$ cat src/rtl/parity_pkg.sv
// Shared types and width helpers for the parity engine.
package parity_pkg;

  typedef enum logic {
    StIdle,
    StScan
  } state_e;

  // Width needed to hold a ones count in the range 0..data_w.
  function automatic int unsigned cnt_w(input int unsigned data_w);
    return $clog2(data_w + 1);
  endfunction

  // Chunk counter width; never narrower than one bit.
  function automatic int unsigned chunk_w(input int unsigned nchunk);
    return (nchunk > 1) ? $clog2(nchunk) : 1;
  endfunction

endpackage

$ cat src/rtl/parity_engine_if.sv
// Start/busy/done handshake and result bus of the parity engine.
interface parity_engine_if
  import parity_pkg::*;
#(
  parameter int unsigned DATA_W = 8
);

  localparam int unsigned CntW = cnt_w(DATA_W);

  logic              start;
  logic [DATA_W-1:0] data_in;
  logic              check_mode;
  logic              check_bit;
  logic              busy;
  logic              done;
  logic [CntW-1:0]   ones_count;
  logic              even_parity;
  logic              odd_parity;
  logic              parity_err;

  modport master (
    output start, data_in, check_mode, check_bit,
    input  busy, done, ones_count, even_parity, odd_parity, parity_err
  );

  modport slave (
    input  start, data_in, check_mode, check_bit,
    output busy, done, ones_count, even_parity, odd_parity, parity_err
  );

endinterface

$ cat src/rtl/popcount_chunk.sv
// Combinational ones counter for one scan chunk.
module popcount_chunk
  import parity_pkg::*;
#(
  parameter int unsigned W    = 1,
  parameter int unsigned OutW = cnt_w(W)
) (
  input  logic [W-1:0]    bits_i,
  output logic [OutW-1:0] count_o
);

  // Sum every bit of the chunk.
  always_comb begin
    count_o = '0;
    for (int i = 0; i < int'(W); i++) begin
      count_o = count_o + OutW'(bits_i[i]);
    end
  end

endmodule

$ cat src/rtl/parity_engine.sv
// Multi-cycle parity generator/checker: scans a latched word a chunk per cycle.
module parity_engine
  import parity_pkg::*;
#(
  parameter int unsigned DATA_W         = 8,
  parameter int unsigned BITS_PER_CYCLE = 1
) (
  input logic             clk,
  input logic             rst,
  parity_engine_if.slave  bus
);

  localparam int unsigned NChunk = DATA_W / BITS_PER_CYCLE;
  localparam int unsigned CntW   = cnt_w(DATA_W);
  localparam int unsigned ChunkW = chunk_w(NChunk);
  localparam int unsigned PcW    = cnt_w(BITS_PER_CYCLE);

  if (DATA_W < 1 || BITS_PER_CYCLE < 1 || (DATA_W % BITS_PER_CYCLE) != 0) begin : gen_bad_param
    $error("parity_engine: BITS_PER_CYCLE must divide DATA_W (DATA_W >= 1)");
  end

  state_e            state_q, state_d;
  logic [DATA_W-1:0] shift_q, shift_d;
  logic [ChunkW-1:0] chunk_q, chunk_d;
  logic [CntW-1:0]   acc_q, acc_d;
  logic              mode_q, mode_d;
  logic              chk_q, chk_d;
  logic              busy_q, busy_d;
  logic              done_q, done_d;
  logic [CntW-1:0]   count_q, count_d;
  logic              even_q, even_d;
  logic              odd_q, odd_d;
  logic              err_q, err_d;

  logic [PcW-1:0]    chunk_ones;
  logic [CntW-1:0]   sum;
  logic              last_chunk;

  popcount_chunk #(
    .W    (BITS_PER_CYCLE),
    .OutW (PcW)
  ) u_popcount (
    .bits_i  (shift_q[BITS_PER_CYCLE-1:0]),
    .count_o (chunk_ones)
  );

  assign sum        = acc_q + CntW'(chunk_ones);
  assign last_chunk = (chunk_q == ChunkW'(NChunk - 1));

  // Next-state: accept in idle, accumulate one chunk per scan cycle, publish on the last.
  always_comb begin
    state_d = state_q;
    shift_d = shift_q;
    chunk_d = chunk_q;
    acc_d   = acc_q;
    mode_d  = mode_q;
    chk_d   = chk_q;
    busy_d  = busy_q;
    done_d  = 1'b0;
    count_d = count_q;
    even_d  = even_q;
    odd_d   = odd_q;
    err_d   = err_q;
    unique case (state_q)
      StIdle: begin
        if (bus.start) begin
          shift_d = bus.data_in;
          mode_d  = bus.check_mode;
          chk_d   = bus.check_bit;
          acc_d   = '0;
          chunk_d = '0;
          busy_d  = 1'b1;
          even_d  = 1'b0;
          odd_d   = 1'b0;
          err_d   = 1'b0;
          state_d = StScan;
        end
      end
      StScan: begin
        acc_d   = sum;
        shift_d = shift_q >> BITS_PER_CYCLE;
        chunk_d = chunk_q + ChunkW'(1);
        if (last_chunk) begin
          chunk_d = '0;
          count_d = sum;
          even_d  = ~sum[0];
          odd_d   = sum[0];
          err_d   = mode_q & (sum[0] != chk_q);
          busy_d  = 1'b0;
          done_d  = 1'b1;
          state_d = StIdle;
        end
      end
      default: state_d = StIdle;
    endcase
  end

  // State and result registers with synchronous reset.
  always_ff @(posedge clk) begin
    if (rst) begin
      state_q <= StIdle;
      shift_q <= '0;
      chunk_q <= '0;
      acc_q   <= '0;
      mode_q  <= 1'b0;
      chk_q   <= 1'b0;
      busy_q  <= 1'b0;
      done_q  <= 1'b0;
      count_q <= '0;
      even_q  <= 1'b0;
      odd_q   <= 1'b0;
      err_q   <= 1'b0;
    end else begin
      state_q <= state_d;
      shift_q <= shift_d;
      chunk_q <= chunk_d;
      acc_q   <= acc_d;
      mode_q  <= mode_d;
      chk_q   <= chk_d;
      busy_q  <= busy_d;
      done_q  <= done_d;
      count_q <= count_d;
      even_q  <= even_d;
      odd_q   <= odd_d;
      err_q   <= err_d;
    end
  end

  assign bus.busy        = busy_q;
  assign bus.done        = done_q;
  assign bus.ones_count  = count_q;
  assign bus.even_parity = even_q;
  assign bus.odd_parity  = odd_q;
  assign bus.parity_err  = err_q;

endmodule

$ cat src/flat_wrapper.sv
// flat-port wrapper written by rule: the top's interface ports become plain ports
module parity_engine_flat import parity_pkg::*;
#(
  parameter int unsigned DATA_W         = 8,
  parameter int unsigned BITS_PER_CYCLE = 1
)
  (clk, rst, bus_start, bus_data_in, bus_check_mode, bus_check_bit, bus_busy, bus_done, bus_ones_count, bus_even_parity, bus_odd_parity, bus_parity_err);
  parity_engine_if #(.DATA_W(DATA_W)) bus_i ();
  input logic clk;
  input logic rst;
  input wire logic [$bits(bus_i.start)-1:0] bus_start;
  input wire logic [$bits(bus_i.data_in)-1:0] bus_data_in;
  input wire logic [$bits(bus_i.check_mode)-1:0] bus_check_mode;
  input wire logic [$bits(bus_i.check_bit)-1:0] bus_check_bit;
  output wire logic [$bits(bus_i.busy)-1:0] bus_busy;
  output wire logic [$bits(bus_i.done)-1:0] bus_done;
  output wire logic [$bits(bus_i.ones_count)-1:0] bus_ones_count;
  output wire logic [$bits(bus_i.even_parity)-1:0] bus_even_parity;
  output wire logic [$bits(bus_i.odd_parity)-1:0] bus_odd_parity;
  output wire logic [$bits(bus_i.parity_err)-1:0] bus_parity_err;
  assign bus_i.start = bus_start;
  assign bus_i.data_in = bus_data_in;
  assign bus_i.check_mode = bus_check_mode;
  assign bus_i.check_bit = bus_check_bit;
  assign bus_busy = bus_i.busy;
  assign bus_done = bus_i.done;
  assign bus_ones_count = bus_i.ones_count;
  assign bus_even_parity = bus_i.even_parity;
  assign bus_odd_parity = bus_i.odd_parity;
  assign bus_parity_err = bus_i.parity_err;
  parity_engine #(.DATA_W(DATA_W), .BITS_PER_CYCLE(BITS_PER_CYCLE)) u_core (.clk(clk), .rst(rst), .bus(bus_i));
endmodule
$ cat config.mk
export PLATFORM = sky130hd
export DESIGN_NAME = parity_engine_flat
export DESIGN_NICKNAME = d
export VERILOG_FILES = /design/src/rtl/parity_pkg.sv /design/src/rtl/parity_engine_if.sv /design/src/rtl/popcount_chunk.sv /design/src/rtl/parity_engine.sv /design/src/flat_wrapper.sv
export SDC_FILE = /design/constraint.sdc
export NUM_CORES = 1
export LEC_CHECK = 0
export BUFFER_PORTS_ARGS = -buffer_cell sky130_fd_sc_hd__buf_2
export CAP_MARGIN = 20
export CORE_ASPECT_RATIO = 1.2
export CORE_UTILIZATION = 45
export DETAILED_ROUTE_END_ITERATION = 8
export GPL_ROUTABILITY_DRIVEN = 0
export PLACE_DENSITY = 0.67
export SLEW_MARGIN = 20
export SYNTH_ARGS = -nofsm -noshare
export SYNTH_HDL_FRONTEND = slang
export SYNTH_SLANG_ARGS = --single-unit
$ cat constraint.sdc
create_clock -name clk -period 2.2 [get_ports clk]
set_input_delay 0.22 -clock clk [delete_from_list [all_inputs] [get_ports clk]]
set_output_delay 0.22 -clock clk [all_outputs]
set_load 0.03 [all_outputs]
==> qor.yml <==
floorplanning:
  rows: 20
  die_h_um: 58.4
  core_um2: 2530
  dieArea_um2: 2860
  chipWidth_um: 49.0
  floorplan.initialDensity_pct: 47.1
  top_level_ports: 22
worst_setup_path:
  path_cells: "ha_1 > ha_1 > and2_1 > nor2_1 > a311oi_1"
  crit_path_frequent_cell: "ha_1"
  r2r-start: "u_core.chunk_q[0]$_SDFFE_PP0P_"
  path_max_fanout: 7
  r2r-end: "u_core.bus.ones_count[3]$_SDFFE_PP0P_"
  cp.required_ns: 2.44
  end_kind: "register"
  reg2reg_slack_ns: 0.79
  crit_type: "register to register"
  max_stage_delay_ns: 0.38
  cp_data_arrival_time_ns: 1.65
  critPathLaunchType: "register"
  rr_worst_depth: 5
  cpMaxStageDelayCell: "dfxtp_1"
sta:
  fin_setup_tns_ns: 0
  holdWs_ns: 0.135
  fmax_ghz: 0.708
  setup_viol: 0
  worstMarginPinSlew_ns: 0.484
  finalHoldViolations: 0
  setup_ws_ns: 0.788
  fin_crit_sh_pct: 64.2
  rsz0062_at_grt: "false"
  clock_skew_ns: 0.00647
  drv_slew: 0
  layout_min_cycle_time_ns: 1.41
  slew_headroom_pct: 67.7
yosys:
  synth_nets: 137
  synth_warnings: 0
  synth-simple-area-share_pct: 16.1
  synth_compound_area_share_pct: 7.77
  ys.flop_type: "dfxtp_1"
  synthAdderAreaFrac_pct: 5.25
  ys_seq_area_share_pct: 45.4
  synth_xor_area_share_pct: 1.47
  synth-seq-cells: 27
  synth.area.mux_share_pct: 17.9
  synth_cell_types: 31
  synth_area_um2: 1190
  synth-async-reset-ratio_pct: 0
  synth_top_family_by_area: "multiplexers"
  synth.avg_cell_area_um2: 10.0
  synth_edf_count: 0
  netlist_instances: 119
detailed_routing:
  drc_errors: 0
  num_vias: 870
  vias_per_cell: 5.15
  wire_per_inst_um: 11.4
  final_antenna_net_count: 0
  wl_um: 1920
  dr.pass1.iters: 3
  drtIter0Drc: 9
pwr:
  vdd_ir_drop_max_uv: 335
  powerDensity_nw_per_um2: 630
  design_power_total_mw: 0.821
  p_leak_nw: 0.578
layout:
  stdcell_count: 169
  nNetsFinal: 155
  antenna_cells: 0
  fin_area_um2: 1300
  finish.utilization_pct: 51.5
  final_cell_mix: "27 x dfxtp_1, 23 x nor2_1, 21 x buf_2"
  final_common_cell: "dfxtp_1"
  drive_gt1_share_pct: 25.0
  syn_to_final_growth_pct: 9.35
clock_tree:
  numCtsBuffers: 3
  path_clk_slew_ns: 0.14
  clockBufferDepth: 2
  root_buffer: "clkbuf_4"
  cts.sinks: 27
  cts_resized: 0
  postCtsSetupRepairBufs: 0
  clk_latency_ns: 0.32
  cts_tree: "done"
  hold_buffers: 0
  h-tree-depth: 1
global_route:
  grt_pass1_wl_um: 3350
  grt.total_usage_pct: 15.5
  grt_pass1_vias: 817
  overflow: 0
  grt_max_degree: 28
  antenna_found_initial: 0
placement:
  io_buffers: 21
  place_area_um2: 1270
  place_hpwl_um: 1350
  place_inst: 165
  pre_cts_ws_ns: 0.795
outcome:
  status: "finished clean"
min_path:
  min_path_type: "primary input to register"
  min_from: "bus_check_bit"
  min_path_cells: 3
  whs_endpoint: "u_core.chk_q$_SDFFE_PP0P_"
flow_run:
  cap_violations: 0
registers in the layout, indices dropped and copies added, names as in the netlist:
name / count
u_core.bus.even_parity: 1
u_core.bus.ones_count: 4
u_core.bus.odd_parity: 1
u_core.chunk_q: 3
u_core.bus.busy: 1
u_core.bus.done: 1
u_core.bus.parity_err: 1
u_core.shift_q: 8
u_core.chk_q: 1
u_core.state_q: 1
u_core.mode_q: 1
u_core.acc_q: 4
power breakdown:
part           switching [mW]  internal, mW
Combinational          0.0463        0.0449
Sequential             0.0125         0.507
Clock                   0.142        0.0680
layout make-up:
class | count | area [um2]
inverters | 1 | 3.75
multi-input cells | 82 | 577
fillers | 245 | 1220
flip-flops and latches | 27 | 541
clock buffers | 3 | 22.5
clock inverters | 1 | 5.00
repair buffers | 22 | 113
well taps | 33 | 41.3
worst max-delay path: cells and delay by family, from the launching register on:
| kind | cells | cell delay (ns) |
|---|---|---|
| fa+ha+maj | 2 | 0.34 |
| compound gates | 1 | 0.24 |
| simple gates | 2 | 0.36 |
| flops | 1 | 0.38 |
metal layers:
metal	vias up	GRT usage [%]	routed length, um
met5	-	0	0
met4	0	8.82	19
met3	2	2.33	43
met2	11	27.8	906
met1	415	17.6	953
li1	442	-	-
kinds of logic (layout without fill, tap and decap cells):
| logic type | count (synthesis) | in the layout |
|---|---|---|
| XOR/XNOR | 2 | 2 |
| multiplexers | 20 | 20 |
| flip-flops | 27 | 27 |
| buffers and inverters | 10 | 27 |
| adder cells (fa/ha/maj) | 5 | 5 |
| AND/OR/NAND/NOR | 40 | 40 |
| AO/OA/AOI/OAI | 15 | 15 |
worst max-delay path by stage:
| stage | start | to | slack, ns | depth (start not counted) |
|---|---|---|---|---|
| floorplan | u_core.chunk_q[0]$_SDFFE_PP0P_ | u_core.bus.ones_count[1]$_SDFFE_PP0P_ | 0.94 | 6 |
| CTS | u_core.chunk_q[0]$_SDFFE_PP0P_ | u_core.bus.ones_count[3]$_SDFFE_PP0P_ | 0.76 | 5 |
| finish | u_core.chunk_q[0]$_SDFFE_PP0P_ | u_core.bus.ones_count[3]$_SDFFE_PP0P_ | 0.79 | 5 |
| detailed placement | u_core.chunk_q[0]$_SDFFE_PP0P_ | u_core.bus.ones_count[3]$_SDFFE_PP0P_ | 0.79 | 5 |
| global placement | u_core.chunk_q[0]$_SDFFE_PP0P_ | u_core.bus.ones_count[1]$_SDFFE_PP0P_ | 0.86 | 5 |
| global route | u_core.chunk_q[0]$_SDFFE_PP0P_ | u_core.bus.ones_count[3]$_SDFFE_PP0P_ | 0.60 | 5 |
synth_stat cells, types with 2 or more instances:
| master | number | area, um2 |
|---|---|---|
| mux2_2 | 6 | 67.6 |
| a21oi_1 | 9 | 45.0 |
| nor3_1 | 2 | 10.0 |
| buf_6 | 2 | 22.5 |
| nor3b_1 | 5 | 37.5 |
| mux2i_1 | 13 | 130 |
| ha_1 | 5 | 62.6 |
| buf_2 | 2 | 10.0 |
| buf_4 | 2 | 15.0 |
| dfxtp_1 | 27 | 541 |
| a311oi_1 | 2 | 17.5 |
| nand2_1 | 3 | 11.3 |
| nor2_1 | 23 | 86.3 |
No activity file was read; power rests on OpenSTA's default activity.
